## src/rtl/bft_host_endpoint.sv

```systemverilog
// Host-side BFT leaf endpoint: packs a 32-bit user stream into credited BFT packets and
// unpacks inbound packets into a FIFO-backed stream. Define BFT_HOST_SEQ_CHECK_EN for seq_err.
module bft_host_endpoint #(
  parameter int PACKET_BITS           = 49,
  parameter int PAYLOAD_BITS          = 32,
  parameter int NUM_LEAF_BITS         = 4,
  parameter int NUM_PORT_BITS         = 4,
  parameter int NUM_ADDR_BITS         = 8,
  parameter int FREESPACE_UPDATE_SIZE = 64,
  parameter int RX_FIFO_DEPTH         = 16
) (
  input  logic                     clk,
  input  logic                     reset,
  input  logic [PACKET_BITS-1:0]   din_leaf_bft2interface,
  output logic [PACKET_BITS-1:0]   dout_leaf_interface2bft,
  input  logic [NUM_LEAF_BITS-1:0] cfg_dest_leaf,
  input  logic [NUM_PORT_BITS-1:0] cfg_dest_port,
  input  logic [PAYLOAD_BITS-1:0]  s_tdata,
  input  logic                     s_tvalid,
  output logic                     s_tready,
  output logic [PAYLOAD_BITS-1:0]  m_tdata,
  output logic                     m_tvalid,
  input  logic                     m_tready,
  output logic [NUM_ADDR_BITS:0]   credit_count,
  output logic                     rx_overflow
`ifdef BFT_HOST_SEQ_CHECK_EN
  ,
  output logic                     seq_err
`endif
);

  localparam int CW       = NUM_ADDR_BITS + 1;
  localparam int PORT_LSB = PAYLOAD_BITS + NUM_ADDR_BITS;
  localparam int LEAF_LSB = PORT_LSB + NUM_PORT_BITS;
  localparam int VALID    = PACKET_BITS - 1;
  localparam int FIFO_AW  = $clog2(RX_FIFO_DEPTH);
  localparam int CONS_W   = $clog2(FREESPACE_UPDATE_SIZE + 1);
  localparam int PEND_W   = 4;

  localparam logic [CW-1:0]           CREDIT_FULL = CW'(2 ** NUM_ADDR_BITS);
  localparam logic [CW:0]             SUM_MAX     = (CW + 1)'(2 ** NUM_ADDR_BITS);
  localparam logic [CW:0]             SUM_ONE     = 1;
  localparam logic [NUM_ADDR_BITS-1:0] SEQ_ONE    = 1;
  localparam logic [FIFO_AW:0]        PTR_ONE     = 1;
  localparam logic [CONS_W-1:0]       CONS_ONE    = 1;
  localparam logic [CONS_W-1:0]       CONS_LAST   = CONS_W'(FREESPACE_UPDATE_SIZE - 1);
  localparam logic [PEND_W-1:0]       PEND_ONE    = 1;
  localparam logic [PAYLOAD_BITS-1:0] UPDATE_WORD = PAYLOAD_BITS'(FREESPACE_UPDATE_SIZE);

  typedef enum logic [1:0] {SLOT_IDLE, SLOT_CREDIT, SLOT_DATA} slot_e;

  slot_e                     slot;
  logic [NUM_ADDR_BITS-1:0]  tx_seq;
  logic [PEND_W-1:0]         pending, pending_next;
  logic [CONS_W-1:0]         consumed;
  logic [CW:0]               credit_sum;
  logic [CW-1:0]             credit_next;
  logic [PAYLOAD_BITS-1:0]   mem [RX_FIFO_DEPTH];
  logic [FIFO_AW:0]          wr_ptr, rd_ptr;
  logic                      fifo_empty, fifo_full, push, pop, cons_hit;
  logic                      din_valid, din_is_credit, din_is_data;
  logic [NUM_PORT_BITS-1:0]  din_port;
  logic [NUM_ADDR_BITS-1:0]  din_seq;

  assign din_valid     = din_leaf_bft2interface[VALID];
  assign din_port      = din_leaf_bft2interface[PORT_LSB +: NUM_PORT_BITS];
  assign din_seq       = din_leaf_bft2interface[PAYLOAD_BITS +: NUM_ADDR_BITS];
  assign din_is_credit = din_valid && (din_port == '0);
  assign din_is_data   = din_valid && (din_port != '0);

  assign fifo_empty = (wr_ptr == rd_ptr);
  assign fifo_full  = (wr_ptr[FIFO_AW] != rd_ptr[FIFO_AW]) &&
                      (wr_ptr[FIFO_AW-1:0] == rd_ptr[FIFO_AW-1:0]);
  assign m_tvalid   = !fifo_empty;
  assign m_tdata    = mem[rd_ptr[FIFO_AW-1:0]];
  assign pop        = m_tvalid && m_tready;
  // A pop frees the slot this cycle, so a push on a full FIFO is still accepted.
  assign push       = din_is_data && (!fifo_full || pop);
  assign cons_hit   = pop && (consumed == CONS_LAST);

  assign s_tready = !reset && (credit_count != '0) && (pending == '0);

  always_comb begin
    slot = SLOT_IDLE;
    if (pending != '0)
      slot = SLOT_CREDIT;
    else if (s_tvalid && (credit_count != '0))
      slot = SLOT_DATA;
  end

  // Widened sum keeps decrement and credit return exact before saturating.
  always_comb begin
    credit_sum = {1'b0, credit_count};
    if (din_is_credit)
      credit_sum = credit_sum + {1'b0, din_leaf_bft2interface[CW-1:0]};
    if (slot == SLOT_DATA)
      credit_sum = credit_sum - SUM_ONE;
    credit_next = (credit_sum > SUM_MAX) ? CREDIT_FULL : credit_sum[CW-1:0];
  end

  always_comb begin
    pending_next = pending;
    if (cons_hit && (slot != SLOT_CREDIT) && (pending != '1))
      pending_next = pending + PEND_ONE;
    else if (!cons_hit && (slot == SLOT_CREDIT))
      pending_next = pending - PEND_ONE;
  end

  always_ff @(posedge clk or posedge reset) begin
    if (reset) begin
      dout_leaf_interface2bft <= '0;
      credit_count            <= CREDIT_FULL;
      tx_seq                  <= '0;
      wr_ptr                  <= '0;
      rd_ptr                  <= '0;
      rx_overflow             <= 1'b0;
      pending                 <= '0;
      consumed                <= '0;
    end else begin
      case (slot)
        SLOT_CREDIT: dout_leaf_interface2bft <= {1'b1, cfg_dest_leaf, {NUM_PORT_BITS{1'b0}},
                                                 {NUM_ADDR_BITS{1'b0}}, UPDATE_WORD};
        SLOT_DATA:   dout_leaf_interface2bft <= {1'b1, cfg_dest_leaf, cfg_dest_port,
                                                 tx_seq, s_tdata};
        default:     dout_leaf_interface2bft <= '0;
      endcase
      credit_count <= credit_next;
      pending      <= pending_next;
      if (slot == SLOT_DATA)
        tx_seq <= tx_seq + SEQ_ONE;
      if (push)
        wr_ptr <= wr_ptr + PTR_ONE;
      if (pop) begin
        rd_ptr   <= rd_ptr + PTR_ONE;
        consumed <= cons_hit ? '0 : consumed + CONS_ONE;
      end
      if (din_is_data && !push)
        rx_overflow <= 1'b1;
    end
  end

  always_ff @(posedge clk) begin
    if (push)
      mem[wr_ptr[FIFO_AW-1:0]] <= din_leaf_bft2interface[PAYLOAD_BITS-1:0];
  end

`ifdef BFT_HOST_SEQ_CHECK_EN
  logic [NUM_ADDR_BITS-1:0] rx_seq;
  logic                     unused_din;

  assign unused_din = ^din_leaf_bft2interface[LEAF_LSB +: NUM_LEAF_BITS];

  // Expected seq resyncs on every data packet, including ones dropped on a full FIFO.
  always_ff @(posedge clk or posedge reset) begin
    if (reset) begin
      rx_seq  <= '0;
      seq_err <= 1'b0;
    end else if (din_is_data) begin
      if (din_seq != rx_seq)
        seq_err <= 1'b1;
      rx_seq <= din_seq + SEQ_ONE;
    end
  end
`else
  logic unused_din;

  assign unused_din = ^{din_leaf_bft2interface[LEAF_LSB +: NUM_LEAF_BITS], din_seq};
`endif

endmodule
```

## config.mk

```make
export PLATFORM = sky130hd
export DESIGN_NAME = bft_host_endpoint
export DESIGN_NICKNAME = d
export VERILOG_FILES = /design/src/rtl/bft_host_endpoint.sv
export SDC_FILE = /design/constraint.sdc
export NUM_CORES = 1
export LEC_CHECK = 0
export BUFFER_PORTS_ARGS = -buffer_cell sky130_fd_sc_hd__buf_2
export CAP_MARGIN = 25
export CELL_PAD_IN_SITES_DETAIL_PLACEMENT = 1
export CELL_PAD_IN_SITES_GLOBAL_PLACEMENT = 1
export CORE_MARGIN = 2
export CORE_UTILIZATION = 56
export DETAILED_ROUTE_END_ITERATION = 16
export GPL_TIMING_DRIVEN = 1
export PLACE_DENSITY = 0.95
export SYNTH_ARGS = -nofsm -noshare
export SYNTH_HDL_FRONTEND = slang
export SYNTH_SLANG_ARGS = --single-unit
```

## constraint.sdc

```tcl
create_clock -name clk -period 6.6 [get_ports clk]
set_input_delay 0.66 -clock clk [delete_from_list [all_inputs] [get_ports clk]]
set_output_delay 0.66 -clock clk [all_outputs]
set_load 0.1 [all_outputs]
```

==> out/results.ini, run 1 <==
[drt]
vias = 12200
dr.pass1.iters = 5
viasPerCell = 6.39
drtIter0Drc = 1120
ant_nets = 0
routedWlPerCell_um = 32.0
drc_errors = 0
routed_wl_mm = 61.0

[min_path]
worstHoldEndpoint = dout_leaf_interface2bft[1]
min_path_type = in -> reg
min-delay-start = s_tdata[1]
hold_path_depth = 2

[finish]
n_fill_cell = 3478
layout-drive-gt1-share_pct = 35.3
syn2layout_area_growth_pct = 15.4
fin_util_pct = 65.1
multiInputGateArea_sq_mm = 0.00582
nNetsFinal = 1438
n_antenna_cell = 0
regArea_sq_mm = 0.0176

[synthesis]
ys_seq_area_share_pct = 74.7
syn_area_sq_mm = 0.0235
postSynthCellCount = 1116
async_reset_ff_share_pct = 14.7
synth_cell_types = 67
synth-edff-count = 512
syn-num-nets = 1230
synth_area_per_cell_sq_um = 21.1
synth_flop_cell = edfxtp_1
yosysWarnings = 0
synth_seq_cells = 600

[clock_tree]
clk_latency_ns = 0.63
cts_sinks = 600
cts_tree = yes
cts_inserted_buffers = 58
ctsResizeCount = 0
clkTransAtPathRegs_ns = 0.06
htreeDepth = 2
post_cts_buffers = 0
cts_buffer_depth = 3
postCtsHoldBufs = 1
cts.root.buffer_cell = clkbuf_16

[power]
peakVddDrop_v = 0.000362
finalPower_mw = 13.5
leakage_nw = 9.50
p_per_area_mw_per_mm2 = 497

[critical_path]
end_kind = output pin
path_class = reg -> out
cp_data_required_time_ns = 5.94
path_buf_inv = 3
reg2reg_slack_ns = 2.35
cp.arrival_ns = 4.21
crit_chain = buf_4, buf_4, mux4_2, mux4_2, buf_2
cp_max_fo = 50
cpLargestDelayFamily = buffers and inverters
start_kind = flip-flop
r2r_end = mem[2][13]
r2r_start = rd_ptr[1]
cpPeakStageDelay_ns = 0.95
r2r_cells = 6
crit_path_top_delay_cell = dfrtp_4

[grt]
grt_pass1_vias = 13500
grt_first_pass_wirelength_mm = 90.5
grt_start_max_net_pins = 103
antenna_found_initial = 2
grt_overflow = 0
track_usage_pct = 28.8

[timing]
setup_violations = 0
period_share_pct = 73.9
rsz0062_at_grt = false
slew_headroom_pct = 29.8
fin_crit_ns = 4.87
hold_viol = 0
setup_ws_ns = 1.73
tightest_slew_ns = 1.05
tns_ns = 0
fin_hold_ws_ns = 0.251
max_freq_ghz = 0.205
finalMaxSlewViolations = 0
skew_ns = 0.0310

[floorplanning]
pin_count = 186
dieWidth_um = 209
die_area_sq_mm = 0.0437
core_sq_mm = 0.0417
die_h_um = 209
start_util_pct = 56.5
rows = 75

[placed_design]
hpwl_mm = 32.5
place_ws_ns = 2.39
portBuffers = 173
routabilityCongestion = 0.782

[flow_run]
drv_cap = 0

[outcome]
status = complete, no violations

[flip-flops by register name (all words and copies together) (netlist names)]
signal and flops:
wr_ptr 5, credit_count 9, dout_leaf_interface2bft 49, tx_seq 8, rx_overflow 1, mem 512, pending 4, rd_ptr 5
consumed 7
[metal layers]
layer / up-vias / routed length (um) / track usage, %
met2: 635 / 32500 / 51.0
met5: - / 29 / 0
met1: 6502 / 22200 / 36.0
met4: 4 / 1680 / 9.61
met3: 120 / 4620 / 5.28
li1: 4945 / - / -
[logic make-up (layout without fill, tap and decap cells)]
logic type                 count (synthesis)  in the layout  share of synthesized area [%]
xor gates and xnor gates                  40             40                           1.49
AOI/OAI and AO/OA                         53             53                           1.80
DFF                                      600            600                           74.7
muxes                                    166            166                           15.6
buffers and inverters                     57            311                          0.984
adders and majority gates                 21             21                           1.18
and+or+nand+nor                          179            179                           4.21
[layout by cell type (no fill, tap or decap), types with 12 or more instances in the layout]
master	count
a21oi_1	12
and2_1	49
buf_2	173
buf_4	21
clkbuf_16	58
clkinv_1	15
dfrtp_1	83
edfxtp_1	512
ha_1	19
mux4_2	160
nand2_1	37
nor2_1	22
nor2_4	13
xnor2_1	24
xor2_1	16
[worst max-delay path by stage]
| stage | cells after the start | from | end | slack, ns |
|---|---|---|---|---|
| after floorplan | 5 | din_leaf_bft2interface[40] | mem[3][0] | 2.47 |
| after global placement | 5 | rd_ptr[1] | m_tdata[0] | 2.45 |
| after detailed placement | 5 | rd_ptr[1] | m_tdata[0] | 2.39 |
| after CTS | 5 | rd_ptr[1] | m_tdata[21] | 1.68 |
| after global routing | 5 | rd_ptr[1] | m_tdata[21] | 1.62 |
| final | 5 | rd_ptr[1] | m_tdata[21] | 1.73 |
[synth_stat cells (2+ instances only)]
cell type,number,area share (%)
o21ai_0,7,0.15
a22o_1,3,0.11
mux2i_1,3,0.13
mux4_2,160,15
o21ai_1,2,0.043
inv_1,9,0.14
or2_2,2,0.053
buf_2,4,0.085
or3_1,7,0.19
xnor2_1,24,0.89
a21oi_1,12,0.26
ha_1,19,1.0
nand2b_1,4,0.11
nand4_1,9,0.24
xor2_1,16,0.60
clkbuf_1,27,0.43
or2_1,2,0.053
edfxtp_1,512,65
nand2_1,37,0.59
a31oi_4,2,0.18
o31ai_1,2,0.064
nor3_1,13,0.28
o21a_1,4,0.13
mux2_2,2,0.096
and2_1,49,1.3
buf_1,14,0.22
fa_1,2,0.17
a21o_1,3,0.096
nor4_4,2,0.18
nand2_2,2,0.053
and3_1,2,0.053
nand3b_1,2,0.064
nor2_1,34,0.54
nand3_1,4,0.085
o211ai_1,2,0.064
dfrtp_1,87,9.3
[through the flow]
step,cells,instance area [sq um]
3_3_place_gp,1802,25200
3_5_place_dp,1802,25200
2_1_floorplan,1116,23500
6_report,1909,27100
4_1_cts,1909,27100
5_1_grt,1909,27100
[power breakdown]
part	internal, mW	switching (mW)
Sequential	4.55	0.355
Combinational	1.56	3.54
Clock	2.02	1.48
[layout make-up]
type / count / area share (%)
clock buffers: 68 / 5.52
clock inverters: 38 / 1.72
inverters: 9 / 0.129
multi-input cells: 459 / 21.5
flip-flops and latches: 600 / 64.8
well taps: 539 / 2.49
repair buffers: 196 / 3.88
Power figures use the tool's default switching activity.
==> run 2: changes to the inputs <==
- ABC_AREA: default -> 1
- CORE_UTILIZATION: 56 -> 45
- PLACE_DENSITY: 0.95 -> 0.87
- clock period: 6.6 -> 3.9 ns (I/O delays scaled with it)
==> out/results.ini, run 2 <==
[outcome]
status = complete, no violations

[power]
peakVddDrop_v = 0.000640  ; +77%
finalPower_mw = 25.4  ; +89%
p_per_area_mw_per_mm2 = 881  ; +77%
comb_power_share_pct = 45.9  ; +8.1 points
leakage_nw = 10.9  ; +15%
p_int_mw = 14.1  ; +74%
power_frac_clock_pct = 22.2  ; -3.7 points
swShare_pct = 44.5  ; +4.7 points
seq_power_share_pct = 31.9  ; -4.4 points
switchingPower_mw = 11.3  ; +110%

[critical_path]
cp_max_fo = 31  ; -38%
r2r_cells = 11  ; +5
cpLargestDelayFamily = buffers and inverters
cp.arrival_ns = 3.26  ; -0.95 ns
start_kind = flip-flop
path_buf_inv = 4  ; +1
reg2reg_slack_ns = 0.55  ; -1.80 ns
r2r_start = rd_ptr[2]
crit_path_top_delay_cell = dfrtp_2
crit_chain = buf_4, inv_1, buf_12, o221ai_1, nand3_1, nand3_1, buf_12
cp_data_required_time_ns = 3.51  ; -2.43 ns
startpoint = rd_ptr[2]
r2r_end = mem[9][29]
cpPeakStageDelay_ns = 0.74  ; -0.21 ns
path_class = reg -> out
end_kind = output pin

[grt]
grt_use_met1_pct = 30.1  ; -5.9 points
grt_use_met3_pct = 5.45  ; +0.18 points
track_usage_pct = 25.5  ; -3.3 points
antenna_found_initial = 5  ; +3
busiest_layer = met2
grt_overflow = 0  ; unchanged
use_met2_pct = 45.3  ; -5.7 points
grt_start_max_net_pins = 260  ; +150%
grt_pass1_vias = 18000  ; +33%
grt_first_pass_wirelength_mm = 108  ; +19%

[synthesis]
synth_flop_cell = edfxtp_1
netlist_top_cells_area = edfxtp_1 (64%), dfrtp_1 (9.0%), nor2_1 (5.7%), o21ai_0 (2.9%), o32ai_1 (2.7%)
ys_seq_area_share_pct = 72.6  ; -2.1 points
syn_area_sq_mm = 0.0242  ; +2.9%
yosysWarnings = 0  ; unchanged
synth_seq_cells = 600  ; unchanged
synth_area_per_cell_sq_um = 13.0  ; -38%
synth_top_area_cell = edfxtp_1
synth_most_common_cell = edfxtp_1
postSynthCellCount = 1861  ; +67%
synth_cell_types = 47  ; -30%
synth-edff-count = 512  ; unchanged
async_reset_ff_share_pct = 14.7  ; unchanged
yosys-top-cells-count = edfxtp_1 (512), nor2_1 (365), nand2_1 (164)
syn-num-nets = 1975  ; +61%
synth_top_area_share_pct = 63.5  ; -1.9 points

[drt]
routedWlPerCell_um = 25.5  ; -20%
routed_wl_mm = 72.1  ; +18%
drtIter0Drc = 1597  ; +43%
dr.pass1.iters = 6  ; +1
viasPerCell = 5.80  ; -9.2%
drc_errors = 0  ; unchanged
ant_nets = 0  ; unchanged
vias = 16400  ; +34%

[clock_tree]
htreeDepth = 2  ; unchanged
clk_latency_ns = 0.68  ; +0.05 ns
ctsResizeCount = 0  ; unchanged
postCtsHoldBufs = 41  ; +40
cts.root.buffer_cell = clkbuf_16
cts_sinks = 600  ; unchanged
cts_inserted_buffers = 59  ; +1.7%
cts_tree = yes
cts_buffer_depth = 3  ; unchanged
post_cts_buffers = 0  ; unchanged
clkTransAtPathRegs_ns = 0.06  ; about the same

[finish]
syn2layout_area_growth_pct = 19.4
nNetsFinal = 2191  ; +52%
layout_commonest_cell = edfxtp_1
multiInputGateArea_sq_mm = 0.00592  ; +1.6%
regArea_sq_mm = 0.0176  ; about the same
layout-drive-gt1-share_pct = 16.6  ; -19 points
largest_reg_flops = 512  ; unchanged
mostFrequentLayoutCells = edfxtp_1 (512), nor2_1 (348), nand2_1 (164), buf_2 (141), o21ai_0 (140)
n_fill_cell = 5265  ; +51%

[floorplanning]
dieWidth_um = 236  ; +13%
die_area_sq_mm = 0.0557  ; +28%
start_util_pct = 45.3  ; -11 points
pin_count = 186  ; unchanged
die_h_um = 236  ; +13%
core_sq_mm = 0.0535  ; +28%
rows = 85  ; +13%

[min_path]
hold_path_depth = 3  ; +1
min_path_type = in -> reg
min-delay-start = m_tready
worstHoldEndpoint = rd_ptr[0]

[timing]
tns_ns = 0  ; unchanged
finalMaxSlewViolations = 0  ; unchanged
skew_ns = 0.0556  ; +0.0246 ns
setup_violations = 0  ; unchanged
tightest_slew_ns = 1.21  ; +0.160 ns
hold_viol = 0  ; unchanged
rsz0062_at_grt = false
max_freq_ghz = 0.274
slew_headroom_pct = 19.6  ; -10 points
fin_hold_ws_ns = 0.0905  ; -0.161 ns
period_share_pct = 93.6
fin_crit_ns = 3.65

[placed_design]
routabilityCongestion = 0.789  ; +0.79%
hpwl_mm = 39.9  ; +23%
portBuffers = 173  ; unchanged

[flow_run]
drv_cap = 0  ; unchanged

## run 2: changes by cell type in the layout (fill, tap and decap cells not counted), moves of 53 or more
cell,delta
nand2_1,+127
nand3_1,+73
mux4_2,-160
inv_1,+101
o21ai_0,+133
nor2_1,+326
o221ai_1,+53
o32ai_1,+75
## run 2: cell type report
type                    instances  share of cell area (%)
diodes                          2                  0.0173
clock buffers                  72                    5.28
clock inverters                38                    1.17
inverters                     115                    1.54
multi-input cells            1045                    20.5
flip-flops and latches        600                    60.9
well taps                     696                    3.01
repair buffers                256                    7.63
## run 2: per-layer routing
metal	share of wire [%]	up-vias	wire length [um]
li1	-	7149	-
met1	37	8288	26700
met2	52	778	37600
met3	7.5	171	5380
met4	3.4	4	2420
met5	0.033	-	24
## run 2: worst max-delay path by stage
stage	to	slack [ns]	depth (start not counted)
after floorplan	s_tready	0.21	4
after CTS	m_tdata[0]	0.23	7
final	m_tdata[15]	0.25	7
after detailed placement	mem[9][29]	0.62	11
after global routing	m_tdata[0]	0.16	7
after global placement	mem[9][24]	0.78	11
## run 2: through the flow
step / utilization, % / cells / setup WS (ns) / cell area, sq um
floorplan: - / 1861 / 0.208 / 24200
global placement: 49.7 / 2670 / 0.776 / 26600
detailed placement: 49.8 / 2671 / 0.621 / 26600
CTS: 54.0 / 2822 / 0.233 / 28900
global route: 54.0 / 2824 / 0.164 / 28900
finish: 54.0 / 2824 / 0.250 / 28900
## run 2: power by group through the flow
stage	sequential (mW)	clock (mW)	combinational [mW]
2_1_floorplan	8.74	0	7.00
3_3_place_gp	8.15	0	11.0
3_5_place_dp	8.23	0	11.5
4_1_cts	8.12	5.65	11.7
5_1_grt	8.18	5.93	12.3
6_report	8.12	5.65	11.7
## run 2: worst reg2reg max path, delay by kind of cell, from the launching register on
kind | cells | cell delay, ns
buffers and inverters | 2 | 0.59
and+or+nand+nor | 8 | 1.49
xor gates and xnor gates | 1 | 0.20
DFF | 1 | 0.74
## run 2: cell families after synthesis
kind of cell	count (synthesis)	synth area share, %
fa+ha+maj	21	1.15
xor+xnor	24	0.899
simple gates	651	11.3
buf+inv	216	3.47
mux	53	2.19
flops	600	72.6
compound gates	296	8.35
